**config.mk**
```make
export PLATFORM = sky130hd
export DESIGN_NAME = mul_div_unit
export DESIGN_NICKNAME = d
export VERILOG_FILES = /design/src/rtl/mul_div_unit.sv
export SDC_FILE = /design/constraint.sdc
export NUM_CORES = 1
export LEC_CHECK = 0
export ABC_AREA = 1
export BUFFER_PORTS_ARGS = -buffer_cell sky130_fd_sc_hd__buf_2
export CAP_MARGIN = 10
export CORE_MARGIN = 8
export CORE_UTILIZATION = 30
export DETAILED_ROUTE_END_ITERATION = 8
export GPL_ROUTABILITY_DRIVEN = 1
export PLACE_DENSITY_LB_ADDON = 0.12
export SKIP_LAST_GASP = 1
export SLEW_MARGIN = 5
export SYNTH_ARGS = -nofsm -noshare
export SYNTH_HDL_FRONTEND = slang
export SYNTH_SLANG_ARGS = --single-unit
export TNS_END_PERCENT = 1
```
**constraint.sdc**
```tcl
create_clock -name clk -period 2.75 [get_ports clk]
set_input_delay 0.275 -clock clk [delete_from_list [all_inputs] [get_ports clk]]
set_output_delay 0.275 -clock clk [all_outputs]
set_load 0.03 [all_outputs]
```
**src/rtl/mul_div_unit.sv**
```systemverilog
// Iterative RV32M multiply/divide unit: shift-add multiply and restoring divide on
// operand magnitudes, one radix-2 step per cycle, with a start/busy/done handshake.
module mul_div_unit #(
    parameter int n = 32
) (
    input  logic         clk,
    input  logic         rst_n,
    input  logic         start,
    input  logic [n-1:0] A,
    input  logic [n-1:0] B,
    input  logic [2:0]   sel,
    output logic         busy,
    output logic         done,
    output logic [n-1:0] result,
    output logic         flag
);

    localparam int CW = $clog2(n + 1);

    typedef enum logic [1:0] {IDLE, CALC, DONE} state_t;

    state_t         state_q;
    logic           busy_q, done_q, flag_q;
    logic [n-1:0]   result_q;
    logic [2*n-1:0] acc_q;      // {partial product | remainder, multiplier | quotient}
    logic [n-1:0]   opb_q;      // magnitude of B: multiplicand or divisor
    logic [2:0]     sel_q;
    logic           neg_q;
    logic [CW-1:0]  cnt_q;

    // Start-time decode: signedness, magnitudes, result sign and the skip-CALC cases.
    logic           is_div, a_signed, b_signed, a_neg, b_neg, neg_start, special;
    logic [n-1:0]   a_mag, b_mag, special_res;

    always_comb begin
        is_div      = sel[2];
        a_signed    = is_div ? ~sel[0] : (sel[1:0] == 2'b01 || sel[1:0] == 2'b10);
        b_signed    = is_div ? ~sel[0] : (sel[1:0] == 2'b01);
        a_neg       = a_signed & A[n-1];
        b_neg       = b_signed & B[n-1];
        a_mag       = a_neg ? -A : A;
        b_mag       = b_neg ? -B : B;
        neg_start   = (is_div && sel[1]) ? a_neg : (a_neg ^ b_neg);
        special     = 1'b0;
        special_res = '0;
        if (is_div && B == '0) begin
            special     = 1'b1;
            special_res = sel[1] ? A : '1;
        end else if (is_div && !sel[0] && A == {1'b1, {(n-1){1'b0}}} && B == '1) begin
            special     = 1'b1;
            special_res = sel[1] ? '0 : A;
        end
    end

    // One radix-2 step of either algorithm on the shared accumulator.
    logic [n:0]     mul_sum, rem_sh, diff;
    logic [2*n-1:0] acc_step;

    always_comb begin
        mul_sum = {1'b0, acc_q[2*n-1:n]} + (acc_q[0] ? {1'b0, opb_q} : '0);
        rem_sh  = {acc_q[2*n-1:n], acc_q[n-1]};
        diff    = rem_sh - {1'b0, opb_q};
        if (sel_q[2])
            acc_step = diff[n] ? {rem_sh[n-1:0], acc_q[n-2:0], 1'b0}
                               : {diff[n-1:0],   acc_q[n-2:0], 1'b1};
        else
            acc_step = {mul_sum, acc_q[n-1:1]};
    end

    // Sign correction and word selection once all n steps are done.
    logic [2*n-1:0] prod_fix;
    logic [n-1:0]   quo_fix, rem_fix, final_res;

    always_comb begin
        prod_fix = neg_q ? -acc_q : acc_q;
        quo_fix  = neg_q ? -acc_q[n-1:0] : acc_q[n-1:0];
        rem_fix  = neg_q ? -acc_q[2*n-1:n] : acc_q[2*n-1:n];
        if (sel_q[2])
            final_res = sel_q[1] ? rem_fix : quo_fix;
        else
            final_res = (sel_q[1:0] == 2'b00) ? prod_fix[n-1:0] : prod_fix[2*n-1:n];
    end

    // NOTE: every datapath register is reset too, so an abort leaves no partial result behind.
    always_ff @(posedge clk or negedge rst_n) begin
        if (!rst_n) begin
            state_q  <= IDLE;
            busy_q   <= 1'b0;
            done_q   <= 1'b0;
            result_q <= '0;
            flag_q   <= 1'b1;
            acc_q    <= '0;
            opb_q    <= '0;
            sel_q    <= '0;
            neg_q    <= 1'b0;
            cnt_q    <= '0;
        end else begin
            done_q <= 1'b0;
            case (state_q)
                IDLE: begin
                    if (start) begin
                        sel_q  <= sel;
                        neg_q  <= neg_start;
                        acc_q  <= {{n{1'b0}}, a_mag};
                        opb_q  <= b_mag;
                        cnt_q  <= '0;
                        busy_q <= 1'b1;
                        if (special) begin
                            result_q <= special_res;
                            flag_q   <= (special_res == '0);
                            done_q   <= 1'b1;
                            state_q  <= DONE;
                        end else begin
                            state_q  <= CALC;
                        end
                    end
                end
                CALC: begin
                    // n step edges, then one more edge to commit the sign-corrected result.
                    if (cnt_q == CW'(n)) begin
                        result_q <= final_res;
                        flag_q   <= (final_res == '0);
                        done_q   <= 1'b1;
                        state_q  <= DONE;
                    end else begin
                        acc_q <= acc_step;
                        cnt_q <= cnt_q + CW'(1);
                    end
                end
                DONE: begin
                    busy_q  <= 1'b0;
                    state_q <= IDLE;
                end
                default: begin
                    busy_q  <= 1'b0;
                    state_q <= IDLE;
                end
            endcase
        end
    end

    assign busy   = busy_q;
    assign done   = done_q;
    assign result = result_q;
    assign flag   = flag_q;

endmodule

```
==> results.md, run 1 <==
- The pin count of the biggest net entering global routing is 79.
- The CTS buffer count is 17.
- The source of the worst register-to-register timing path is acc_q[33]$_DFFE_PN0P_.
- The initial antenna violation count is 1.
- For this design the ratio of total power to cell area is 1630 mW/mm2.
- The minimum period implied by the final worst setup slack is 2.86 ns.
- The mean post-synth cell area is 5.82 um2.
- The routed length per instance is 20.4 um.
- The CTS tree is built.
- The number of maximum-capacitance violations is 0.
- The count of nets left with antenna violations once routing finished came out at 0.
- The clock root buffer is sky130_fd_sc_hd__clkbuf_16.
- The routed via count divided by cell count is 5.23.
- The global routing usage summed across all routing layers is 25.1%.
- The total via count in the routed design is 21100.
- The leakage power total is 10.8 nW.
- The post-synth design cell area is 0.0169 mm2.
- At the worst endpoint, the required time is 3.17 ns.
- When the netlist entered floorplanning its net count stood at 3058.
- The floorplan die width is 254 um.
- Of all nets on the critical path, the largest fanout is 5.
- The layout filler cell count is 6320.
- The area used by multi-input combinational logic is 0.0120 mm2.
- 105 I/O pins were placed.
- The number of buffers on the longest clock path is 2.
- The floorplan step set the die height to 254 um.
- The deepest level of the CTS H-tree is 4.
- The worst setup margin is -0.113 ns.
- The number of hold-slack violations in the final timing report was 0.
- The final non-filler cell total is 4040.
- After technology mapping, the gate count stands at 2914.
- The number of synthesized register bits is 143.
- The timing startpoint of the critical path is acc_q[33]$_DFFE_PN0P_.
- Summed over all instances, the cell type with the most area after synthesis is sky130_fd_sc_hd__dfrtp_1.
- The class of the most critical hold timing path is input port to flip-flop.
- Once the floorplan was initialized, standard cells occupied 30.2% of the core.
- The critical hold path startpoint is B[27].
- The half-perimeter wire length of the detailed placement result is 66200 um.
- The worst setup path is captured at a flip-flop.
- The count of final max-slew check failures is 0.
- The setup path with the least slack is of type flip-flop to flip-flop.
- After synthesis, the netlist uses 60 different library cells.
- The number of design-rule violations left by the first detailed-router iteration is 2186.
- The sequential area share after synthesis is 21.1%.
- The first global-routing pass estimated 124000 um of wire.
- Clock tree synthesis found a total of 143 sinks.
- The number of cells after detailed placement is 3995.
- Routability-driven placement finished with a final weighted congestion of 0.970.
- The maximum VDD drop is 0.00105 V.
- The clock slew at the register clock pins of the worst setup and hold paths is 0.07 ns.
- The setup TNS is -0.426 ns.
- The top cell type by area accounts for 21.0% of the synthesized area.
- The library cell used most frequently in the layout, excluding fill and tap cells, is sky130_fd_sc_hd__nand2_1.
- In the routed design, unresolved DRC markers number 0.
- The overall die area is 0.0643 mm2.
- The routed design has 82400 um of wire.
- The via count of the first global-routing pass came to 20200.
- STA classifies the critical path startpoint as a flip-flop.
- Across the routed clock network, the largest skew measured is 0.0174 ns.
- Buffers placed on the I/O ports in this run total 104.
- The core region is 0.0562 mm2.
- Before antenna repair, the detailed router went through 7 iterations.
- In this run the tightest slew margin relative to its limit is 53.7%.
- After the last flow step, the layout net total stands at 3414.
- The final cycle utilization of the critical path is 104%.
- The run finished, with violations left.
- The yosys synthesis warning count is 0.
- In the layout the commonest cells are 779 x sky130_fd_sc_hd__nand2_1, 357 x sky130_fd_sc_hd__nor2_1, 327 x sky130_fd_sc_hd__buf_4.
- The transition time at the pin with the least slew margin is 0.692 ns.
- The final reports fail on negative setup slack.
- The fraction of final layout cells with drive strength greater than 1 is 19.3%.
- Setup repair after global routing could not meet its margin everywhere.
- The predominant post-synthesis flop cell is sky130_fd_sc_hd__dfrtp_1.
- Before CTS, the worst setup slack after placement is -0.364 ns.
- The area growth from synthesis to layout is 28.1%.
- Setup violations remaining at the end of the flow were counted as 10.
- Row generation in the floorplan step produced 87 rows.
- The register area is 0.00359 mm2.
- The critical path data arrival time is 3.28 ns.
- The maximum achievable frequency is 349 MHz.
- Hold timing on the final database bottoms out at a slack of 0.0954 ns.
- Summed over all layers, the global routing overflow is 0.
- The share of synthesized registers carrying an async set or reset is 100%.
- Yosys attributes the largest share of cell area to sky130_fd_sc_hd__dfrtp_1 21%, sky130_fd_sc_hd__nand2_1 17%, sky130_fd_sc_hd__nor2_1 8.4%.
- The synthesized design contains 0 enable-type register cells.
- Summing internal, switching and leakage power gives 35.3 mW.
- The later-pin clock latency in the skew report is 0.49 ns.
per-layer routing:
layer	part of all wire, %	vias up	GRT usage, %
met4	2.5	0	7.47
met1	48	9929	36.4
li1	-	10300	-
met5	0	-	0
met3	7.2	104	3.76
met2	43	816	38.1
through the flow:
| stage | utilization (%) | cell area (um2) |
|---|---|---|
| floorplan | - | 16900 |
| global placement | 36.8 | 20700 |
| detailed placement | 36.8 | 20700 |
| CTS | 38.2 | 21500 |
| global route | 38.7 | 21700 |
| finish | 38.7 | 21700 |
Yosys cell counts (10+ instances only):
| cell type | count |
|---|---|
| sky130_fd_sc_hd__o21ai_0 | 236 |
| sky130_fd_sc_hd__nand3_1 | 263 |
| sky130_fd_sc_hd__a211oi_1 | 10 |
| sky130_fd_sc_hd__or2_2 | 15 |
| sky130_fd_sc_hd__xnor2_1 | 12 |
| sky130_fd_sc_hd__clkbuf_1 | 71 |
| sky130_fd_sc_hd__buf_1 | 14 |
| sky130_fd_sc_hd__a21oi_1 | 216 |
| sky130_fd_sc_hd__ha_1 | 72 |
| sky130_fd_sc_hd__nor2_1 | 377 |
| sky130_fd_sc_hd__nand4_1 | 38 |
| sky130_fd_sc_hd__nor3_1 | 31 |
| sky130_fd_sc_hd__inv_1 | 308 |
| sky130_fd_sc_hd__buf_2 | 21 |
| sky130_fd_sc_hd__nand2_1 | 789 |
| sky130_fd_sc_hd__o21ai_1 | 22 |
| sky130_fd_sc_hd__o211ai_1 | 19 |
| sky130_fd_sc_hd__xor2_1 | 66 |
| sky130_fd_sc_hd__dfrtp_1 | 142 |
| sky130_fd_sc_hd__nand2_2 | 18 |
| sky130_fd_sc_hd__nand3b_1 | 13 |
| sky130_fd_sc_hd__a31oi_1 | 43 |
logic make-up (layout without fill, tap and decap cells):
group | after synthesis | after routing | synth area share [%]
AND/OR/NAND/NOR | 1584 | 1584 | 39.8
buffers and inverters | 438 | 807 | 10.1
adder cells (fa/ha/maj) | 74 | 74 | 5.55
other | 0 | 1 | 0
AO/OA/AOI/OAI | 595 | 595 | 19.2
flip-flops | 143 | 143 | 21.1
XOR/XNOR | 80 | 80 | 4.29
repair_timing:
| item | in CTS | in global routing |
|---|---|---|
| endpoints found under the hold margin | 51 | 0 |
| hold buffers | 1 | 0 |
| pin swaps | 13 | 12 |
| setup endpoints to repair | 38 | 56 |
| buffers inserted | 4 | 7 |
| resized for setup | 46 | 51 |
worst max-delay path: stages, from the launching register on:
cell and delay, ns:
sky130_fd_sc_hd__dfrtp_1 0.41, sky130_fd_sc_hd__buf_4 0.15, sky130_fd_sc_hd__buf_4 0.15, sky130_fd_sc_hd__nor2_2 0.20
sky130_fd_sc_hd__nand2_2 0.12, sky130_fd_sc_hd__nor2_1 0.17, sky130_fd_sc_hd__nand2_1 0.17, sky130_fd_sc_hd__o21ai_1 0.30
sky130_fd_sc_hd__xor2_1 0.18, sky130_fd_sc_hd__nand2_1 0.07, sky130_fd_sc_hd__nand3_1 0.09, sky130_fd_sc_hd__nand2_1 0.19
sky130_fd_sc_hd__nor2_1 0.15, sky130_fd_sc_hd__nand2_1 0.06, sky130_fd_sc_hd__nor2_1 0.10, sky130_fd_sc_hd__nand2_1 0.10
sky130_fd_sc_hd__nand2_1 0.07, sky130_fd_sc_hd__nand2_1 0.05, sky130_fd_sc_hd__nand2_1 0.06
cell type report:
type                            count  share of cell area, %
Antenna cell                        1                 0.0115
Timing Repair Buffer              452                   15.5
Tap cell                          756                   4.36
Sequential cell                   143                   16.5
Multi-Input combinational cell   2333                   55.3
Clock buffer                       21                   2.12
Inverter                          323                   5.59
Clock inverter                     11                  0.599
flip-flops by register name (all words and copies together) (netlist names):
signal / cells
result: 32
state_q: 2
flag: 1
acc_q: 64
neg_q: 1
sel_q: 3
cnt_q: 6
opb_q: 32
done: 1
busy: 1
report_power, final:
group | total [mW] | leakage, nW | internal [mW] | switching [mW]
logic | 28.5 | 8.80 | 10.8 | 17.7
registers | 4.43 | 1.75 | 3.16 | 1.27
clock network | 2.44 | 0.288 | 1.39 | 1.05
final timing paths:
kind	endpoint	slack [ns]	depth (start not counted)
max	flag$_DFFE_PN1P_	-0.11	18
min in group asynchronous	opb_q[16]$_DFFE_PN0P_	0.34	2
min reg2reg	result[14]$_DFFE_PN0P_	0.48	2
min	opb_q[27]$_DFFE_PN0P_	0.1	3
max in group asynchronous	acc_q[3]$_DFFE_PN0P_	1.51	3
max reg2reg	flag$_DFFE_PN1P_	-0.11	18
No activity file was read; power rests on OpenSTA's default activity.
==> inputs of run 2 (changes only) <==
- clock period: 2.75 -> 2.6 ns (I/O delays scaled with it)
==> run 2 against run 1 <==
- the flow still finishes with violations (negative setup slack)
- critical path depth decreased by 2
- final cell count grew 3.9%
- clock skew about the same
- count of clock-buffer cells in the layout down 4
- non-clock buffer count up 158
- via count rose by 2.7%
- die area stayed put
==> results.md, run 2 (synthesized netlist as in run 1, its figures left out) <==
- The vertical die dimension is 254 um (unchanged).
- The area used by multi-input combinational logic came to 0.0123 mm2 (+2.1%).
- The hold slack is 0.0704 ns (-0.0251 ns).
- The layout filler cell count was 6146 (-2.8%).
- The number of placement rows was 87 (unchanged).
- The run finished, with violations left.
- The global-route track usage on met1 was 39.6% (+3.2 points).
- The setup clock skew after layout is 0.0175 ns (+0.00000530 ns).
- The fraction of final layout cells with drive strength greater than 1 is 24.4% (+5.1 points).
- The later-pin clock latency in the skew report is 0.50 ns (about the same).
- The via count of the first global-routing pass is 20300 (+0.33%).
- The initial antenna violation count was 0 (-1).
- The half-perimeter wire length of the detailed placement result is 69900 um (+5.6%).
- The antenna diode count was 0 (-1).
- Relative to the synthesized area, the layout overhead comes to 37.6%.
- The critical-path maximum fanout is 7 (+2).
- The number of hold-slack violations in the final timing report is 0 (unchanged).
- The final cycle utilization of the critical path was 110% (+6.3 points).
- The deepest level of the CTS H-tree is 4 (unchanged).
- In this run the clock root is driven by a sky130_fd_sc_hd__clkbuf_16.
- The checks that failed: negative setup slack.
- In the layout the commonest cells are 767 x sky130_fd_sc_hd__nand2_1, 474 x sky130_fd_sc_hd__buf_4, 364 x sky130_fd_sc_hd__nor2_1.
- The number of nets at the end of the flow is 3572 (+4.6%).
- The floorplan die width came to 254 um (unchanged).
- The category of the worst setup path launch point is a flip-flop.
- The number of maximum-capacitance violations was 0 (unchanged).
- The endpoint class of the critical path is a flip-flop.
- The post-route standard cell area excluding fillers was 0.0233 mm2 (+7.4%).
- Setup repair after global routing could not meet its margin everywhere.
- The source of the worst register-to-register timing path is acc_q[35]$_DFFE_PN0P_.
- The count of final max-slew check failures is 0 (unchanged).
- The number of cells after detailed placement is 4141 (+3.7%).
- The minimum period implied by the final worst setup slack is 2.87 ns (+0.00703 ns).
- The count of endpoints failing setup in the final report is 53 (+43).
- The type of the worst setup path is flip-flop to flip-flop.
- The total length of routed wires is 87100 um (+5.6%).
- The final non-filler cell total is 4197 (+3.9%).
- The clock slew at the register clock pins of the worst setup and hold paths is 0.07 ns (about the same).
- The routed length per instance is 20.7 um (+1.7%).
- The overall die area is 0.0643 mm2 (unchanged).
- The tightest min-delay check is of the input port to flip-flop type.
- The initial core utilization was 30.2% (unchanged).
- The library cell used most frequently in the layout, excluding fill and tap cells, is sky130_fd_sc_hd__nand2_1.
- The fraction of met3 tracks used by global routing is 3.73% (-0.031 points).
- The number of design-rule violations left by the first detailed-router iteration is 2090 (-4.4%).
- The register area is 0.00359 mm2 (+0.21%).
- The headroom to the max-slew limit is 35.3% (-18 points).
- The worst setup path endpoint is acc_q[48]$_DFFE_PN0P_.
- The routed via count divided by cell count is 5.17 (-1.2%).
- The pin count of the biggest net entering global routing came to 69 (-13%).
- The global-route wire length before repair is 128000 um (+3.4%).
- The total via count in the routed design was 21700 (+2.7%).
- The critical path data arrival time is 3.29 ns (about the same).
- The count of TritonRoute iterations in the first routing pass is 5 (-2).
- The largest register by flop count is acc_q.
- The I/O pin count came to 105 (unchanged).
- The number of I/O port buffers is 104 (unchanged).
- The count of cells along the worst register-to-register path came to 16 (-2).
- The aggregate global routing overflow is 0 (unchanged).
- The capture point of the worst reg-to-reg path is acc_q[48]$_DFFE_PN0P_.
- The data required time of the critical path is 3.02 ns (-0.15 ns).
- The number of nets with antenna violations after routing is 0 (unchanged).
- The maximum achievable frequency is 348 MHz (-0.25%).
- The setup TNS was -8.52 ns (-8.10 ns).
- The worst setup margin was -0.270 ns (-0.157 ns).
- The placement-stage cell area came to 0.0218 mm2 (+5.4%).
- The flip-flop count of the largest register after layout was 64 (unchanged).
- The final weighted congestion in routability-driven placement is 0.974 (+0.37%).
- The most critical setup path has its startpoint at acc_q[35]$_DFFE_PN0P_.
- The number of remaining DRC errors is 0 (unchanged).
- The TritonCTS sink count is 143 (unchanged).
- The core box area was 0.0562 mm2 (unchanged).
- The CTS tree is built.
- The CTS buffer count is 17 (unchanged).
- The met2 usage in global routing is 38.7% (+0.59 points).
- The number of buffers on the longest clock path came to 2 (unchanged).
- The slack of the worst reg-to-reg path is -0.27 ns (-0.16 ns).
- The global routing usage summed across all routing layers is 26.3% (+1.1 points).
- The transition time at the pin with the least slew margin came to 0.967 ns (+0.274 ns).
- In this run the most used layer during global routing was met1.
run 2: cell count changes in the layout (fill, tap and decap cells not counted), sizes merged:
cell,before,now
buf,451,606
bufbuf,0,1
clkbuf,21,19
clkinv,11,9
diode,1,0
inv,320,326
run 2: cell type report:
| cell class | instances | area share (%) |
|---|---|---|
| clock inverters | 15 | 0.837 |
| multi-input cells | 2333 | 52.6 |
| well taps | 756 | 4.06 |
| inverters | 323 | 5.21 |
| flip-flops and latches | 143 | 15.4 |
| clock buffers | 17 | 1.82 |
| repair buffers | 610 | 20.1 |
run 2: metal layers:
layer	part of all wire, %	wire length [um]	up-vias
met4	2.0	1750	0
met2	42	36300	848
met3	6.7	5800	90
met5	0	0	-
li1	-	-	10600
met1	50	43200	10100
run 2: worst min path at each step:
stage           from                    end  slack, ns  depth (start not counted)
6_report       start       busy$_DFFE_PN0P_       0.07                          3
5_1_grt        B[27]  opb_q[27]$_DFFE_PN0P_       0.09                          3
4_1_cts        start       busy$_DFFE_PN0P_       0.03                          3
3_5_place_dp   rst_n   opb_q[6]$_DFFE_PN0P_       0.30                          1
3_3_place_gp   rst_n   opb_q[6]$_DFFE_PN0P_       0.30                          1
2_1_floorplan  rst_n   acc_q[0]$_DFFE_PN0P_      -0.04                          0
run 2: worst max-delay path, stage by stage, from the launching register on:
cell	delay, ns
sky130_fd_sc_hd__dfrtp_1	0.45
sky130_fd_sc_hd__ha_1	0.39
sky130_fd_sc_hd__nand2_1	0.11
sky130_fd_sc_hd__nor2_1	0.22
sky130_fd_sc_hd__a21oi_4	0.10
sky130_fd_sc_hd__o21ai_4	0.17
sky130_fd_sc_hd__nand2_2	0.09
sky130_fd_sc_hd__nand2_2	0.09
sky130_fd_sc_hd__nand2_2	0.06
sky130_fd_sc_hd__nand3_4	0.11
sky130_fd_sc_hd__buf_6	0.13
sky130_fd_sc_hd__xor2_4	0.33
sky130_fd_sc_hd__clkbuf_16	0.25
sky130_fd_sc_hd__nand2_1	0.08
sky130_fd_sc_hd__nand3_2	0.09
sky130_fd_sc_hd__nand3_1	0.06
sky130_fd_sc_hd__nand2_1	0.07
run 2: timing repair:
action                     in CTS  in global routing
cloned                          3                  3
setup buffers                   6                 11
pin swaps                      16                 32
setup endpoints to repair      54                 63
hold endpoints to repair       51                  0
gates resized for setup        47                101
hold buffers                    1                  0
run 2: through the flow:
| stage | worst slack (ns) | utilization [%] |
|---|---|---|
| after global routing | -0.380 | 41.5 |
| after global placement | -0.376 | 38.8 |
| after CTS | -0.241 | 40.5 |
| after detailed placement | -0.398 | 38.8 |
| after floorplan | 0.0109 | - |
| final | -0.270 | 41.5 |
Power of run 2 is left out: the tool's default activity adds up to more than one toggle a clock period on the data nets, which glitch-free logic cannot reach.
==> inputs of run 3 (changes only) <==
- CORE_ASPECT_RATIO: not set -> 0.8
==> run 3 against run 2 <==
- the flow still finishes with violations (negative setup slack)
- first-iteration DRC count is 18% higher
- global-route usage is 0.23 points lower
- critical path depth decreased by 2
- core utilization shrank 0.44 points
- via count up 0.72%
- clock skew is 0.0098 ns higher
- routed wire length down 2.1%
- register-to-register slack better by 0.05 ns
- non-clock buffer count down 10
==> results.md, run 3 (synthesized netlist as in run 1, its figures left out) <==
- The class of the most critical hold timing path is input port to flip-flop.
- The global routing usage summed across all routing layers is 26.0% (-0.23 points).
- The critical path's largest stage delay is 0.45 ns (about the same).
- The antenna diode count is 0 (unchanged).
- The endpoint class of the critical path is a flip-flop.
- The number of nets at the end of the flow came to 3562 (-0.28%).
- The deepest level of the CTS H-tree is 4 (unchanged).
- The routed length per instance is 20.3 um (-1.9%).
- The CTS buffer count is 17 (unchanged).
- For this design the static power due to leakage is 11.6 nW.
- The critical-path maximum fanout is 21 (+14).
- The type of the worst setup path is flip-flop to flip-flop.
- The number of hold-slack violations in the final timing report is 0 (unchanged).
- The pin count of the biggest net entering global routing is 79 (+14%).
- The aggregate global routing overflow was 0 (unchanged).
- Leaving out fill and tap cells, the most frequent cell in the layout is sky130_fd_sc_hd__nand2_1.
- The initial antenna violation count came to 1 (+1).
- The worst setup path is launched from a flip-flop.
- The core box area is 0.0563 mm2 (+0.25%).
- The area growth from synthesis to layout is 36.5%.
- The maximum achievable frequency is 355 MHz (+1.9%).
- The via count of the first global-routing pass is 20600 (+1.7%).
- Setup repair after global routing could not meet its margin everywhere.
- The register with the most flip-flops in the final layout is acc_q.
- The fraction of final layout cells with drive strength greater than 1 is 24.2% (-0.22 points).
- The cell type of the slowest stage on the worst timing path is sky130_fd_sc_hd__dfrtp_2.
- The total length of routed wires came to 85300 um (-2.1%).
- The critical path data arrival time is 3.20 ns (-0.09 ns).
- The global-route wire length before repair was 128000 um (+0.32%).
- The minimum period implied by the final worst setup slack came to 2.82 ns (-0.0523 ns).
- The total via count in the routed design is 21900 (+0.72%).
- The peak-usage layer in the global routing report is met1.
- The number of placement rows is 78 (-10%).
- Total power for the finished layout comes to 40.4 mW.
- The part of the total power dissipated in combinational logic is 81.9%.
- The final weighted congestion in routability-driven placement was 1.03 (+5.8%).
- The relative contribution of sequential cells to total power is 11.6%.
- The number of I/O port buffers came to 104 (unchanged).
- VDD sags by at most 0.000897 V.
- The number of nets with antenna violations after routing came to 0 (unchanged).
- The setup slack at placement was -0.352 ns (+0.0464 ns).
- The layout filler cell count is 6166 (+0.33%).
- The half-perimeter wire length of the detailed placement result is 69200 um (-0.99%).
- The headroom to the max-slew limit was 53.8% (+19 points).
- The later-pin clock latency in the skew report is 0.50 ns (about the same).
- The internal portion of the total power is 18.1 mW.
- The met2 usage in global routing is 36.0% (-2.6 points).
- The clock slew at the register clock pins of the worst setup and hold paths is 0.08 ns (about the same).
- The worst setup margin is -0.218 ns (+0.0523 ns).
- The number of maximum-capacitance violations is 0 (unchanged).
- The global-route track usage on met1 is 40.3% (+0.66 points).
- The proportion of power drawn by the clock network is 6.5%.
- The TritonCTS sink count is 143 (unchanged).
- The clock root buffer is sky130_fd_sc_hd__clkbuf_16.
- The transition time at the pin with the least slew margin is 0.685 ns (-0.281 ns).
- The number of buffers on the longest clock path came to 2 (unchanged).
- The routed via count divided by cell count is 5.22 (+0.86%).
- The floorplan die width was 282 um (+11%).
- The vertical die dimension is 229 um (-9.9%).
- The count of final max-slew check failures is 0 (unchanged).
- The data required time of the critical path was 2.98 ns (-0.04 ns).
- The initial core utilization is 30.1% (-0.076 points).
- The count of TritonRoute iterations in the first routing pass is 6 (+1).
- Dividing total power by cell area gives a power density of 1750 mW/mm2.
- The signal on the critical path passes through buf_12 -> buf_4 -> nand2_1 -> inv_1 -> ha_1 -> a21oi_1 -> o21ai_0 -> a21oi_1 -> nand3_4 -> a21oi_2 -> nor2_1 -> nand3b_1 -> nand3_1 -> nand2_1.
- The flip-flop count of the largest register after layout is 64 (unchanged).
- The count of endpoints failing setup in the final report is 44 (-17%).
- The fraction of met3 tracks used by global routing is 5.06% (+1.3 points).
- The setup clock skew after layout is 0.0273 ns (+0.00982 ns).
- The number of design-rule violations left by the first detailed-router iteration is 2468 (+18%).
- In the layout the commonest cells are 770 x sky130_fd_sc_hd__nand2_1, 470 x sky130_fd_sc_hd__buf_4, 358 x sky130_fd_sc_hd__nor2_1.
- Net switching is 55.4% of the power.
- The net switching power figure is 22.4 mW.
- TritonCTS built the clock tree.
- The final cycle utilization of the critical path is 108% (-2.0 points).
- The overall die area is 0.0644 mm2 (about the same).
- The run finished, with violations left.
- The I/O pin count is 105 (unchanged).
- The final reports fail on negative setup slack.
- The number of remaining DRC errors is 0 (unchanged).
[run 3: power by group through the flow]
stage                     sequential (mW)  clock [mW]  combinational (mW)
final                                4.70        2.64                33.1
after global placement               4.64           0                30.2
after detailed placement             4.65           0                30.2
after CTS                            4.64        2.69                31.9
after global routing                 4.79        2.77                35.9
after floorplan                      4.69           0                15.7
[run 3: metrics by stage]
stage | area [um2] | util, % | TNS, ns | hold slack, ns | instances
global route | 23100 | 41.1 | -11.75 | 0.112 | 4191
detailed placement | 21700 | 38.6 | -8.15 | 0.234 | 4135
CTS | 22800 | 40.5 | -3.10 | 0.0677 | 4186
finish | 23100 | 41.1 | -3.25 | 0.0986 | 4191
global placement | 21700 | 38.6 | -6.76 | 0.223 | 4135
floorplan | 17000 | - | 0 | -0.0356 | 2914
[run 3: routing by layer]
layer / up-vias / wire length [um]
met5: - / 0
met4: 0 / 1780
met3: 103 / 7570
met2: 886 / 33500
met1: 10300 / 42400
li1: 10600 / -
[run 3: final timing paths]
| kind | start | slack [ns] | cells past startpoint | endpoint |
|---|---|---|---|---|
| worst max-delay path | acc_q[0]$_DFFE_PN0P_ | -0.22 | 14 | acc_q[58]$_DFFE_PN0P_ |
| worst min-delay path | sel[0] | 0.1 | 3 | sel_q[0]$_DFFE_PN0P_ |
| worst max register to register | acc_q[0]$_DFFE_PN0P_ | -0.22 | 14 | acc_q[58]$_DFFE_PN0P_ |
| worst min register to register | result[12]$_DFFE_PN0P_ | 0.48 | 2 | result[12]$_DFFE_PN0P_ |
| max in group asynchronous | rst_n | 1.54 | 3 | opb_q[19]$_DFFE_PN0P_ |
| min in group asynchronous | rst_n | 0.25 | 2 | acc_q[61]$_DFFE_PN0P_ |
[run 3: repair_timing]
action                                 4_1_cts  5_1_grt
setup endpoints to repair                   51       63
pin swaps                                   28       13
gates cloned                                 2        0
endpoints found under the hold margin       34        0
gates resized for setup                     84       75
hold buffers                                 1        0
setup buffers                               16        5
[run 3: critical path, delay by kind of cell, from the launching register on]
family          cells  cell delay [ns]
buf+inv             3             0.43
flops               1             0.45
fa+ha+maj           1             0.33
compound gates      4             0.84
simple gates        6             0.66
[run 3: layout make-up]
class / count / area (um2) / share of cell area [%]
Clock buffer: 18 / 429 / 1.85
Clock inverter: 14 / 146 / 0.633
Inverter: 323 / 1210 / 5.25
Multi-Input combinational cell: 2333 / 12300 / 53.0
Sequential cell: 143 / 3600 / 15.5
Tap cell: 760 / 951 / 4.11
Timing Repair Buffer: 600 / 4540 / 19.6
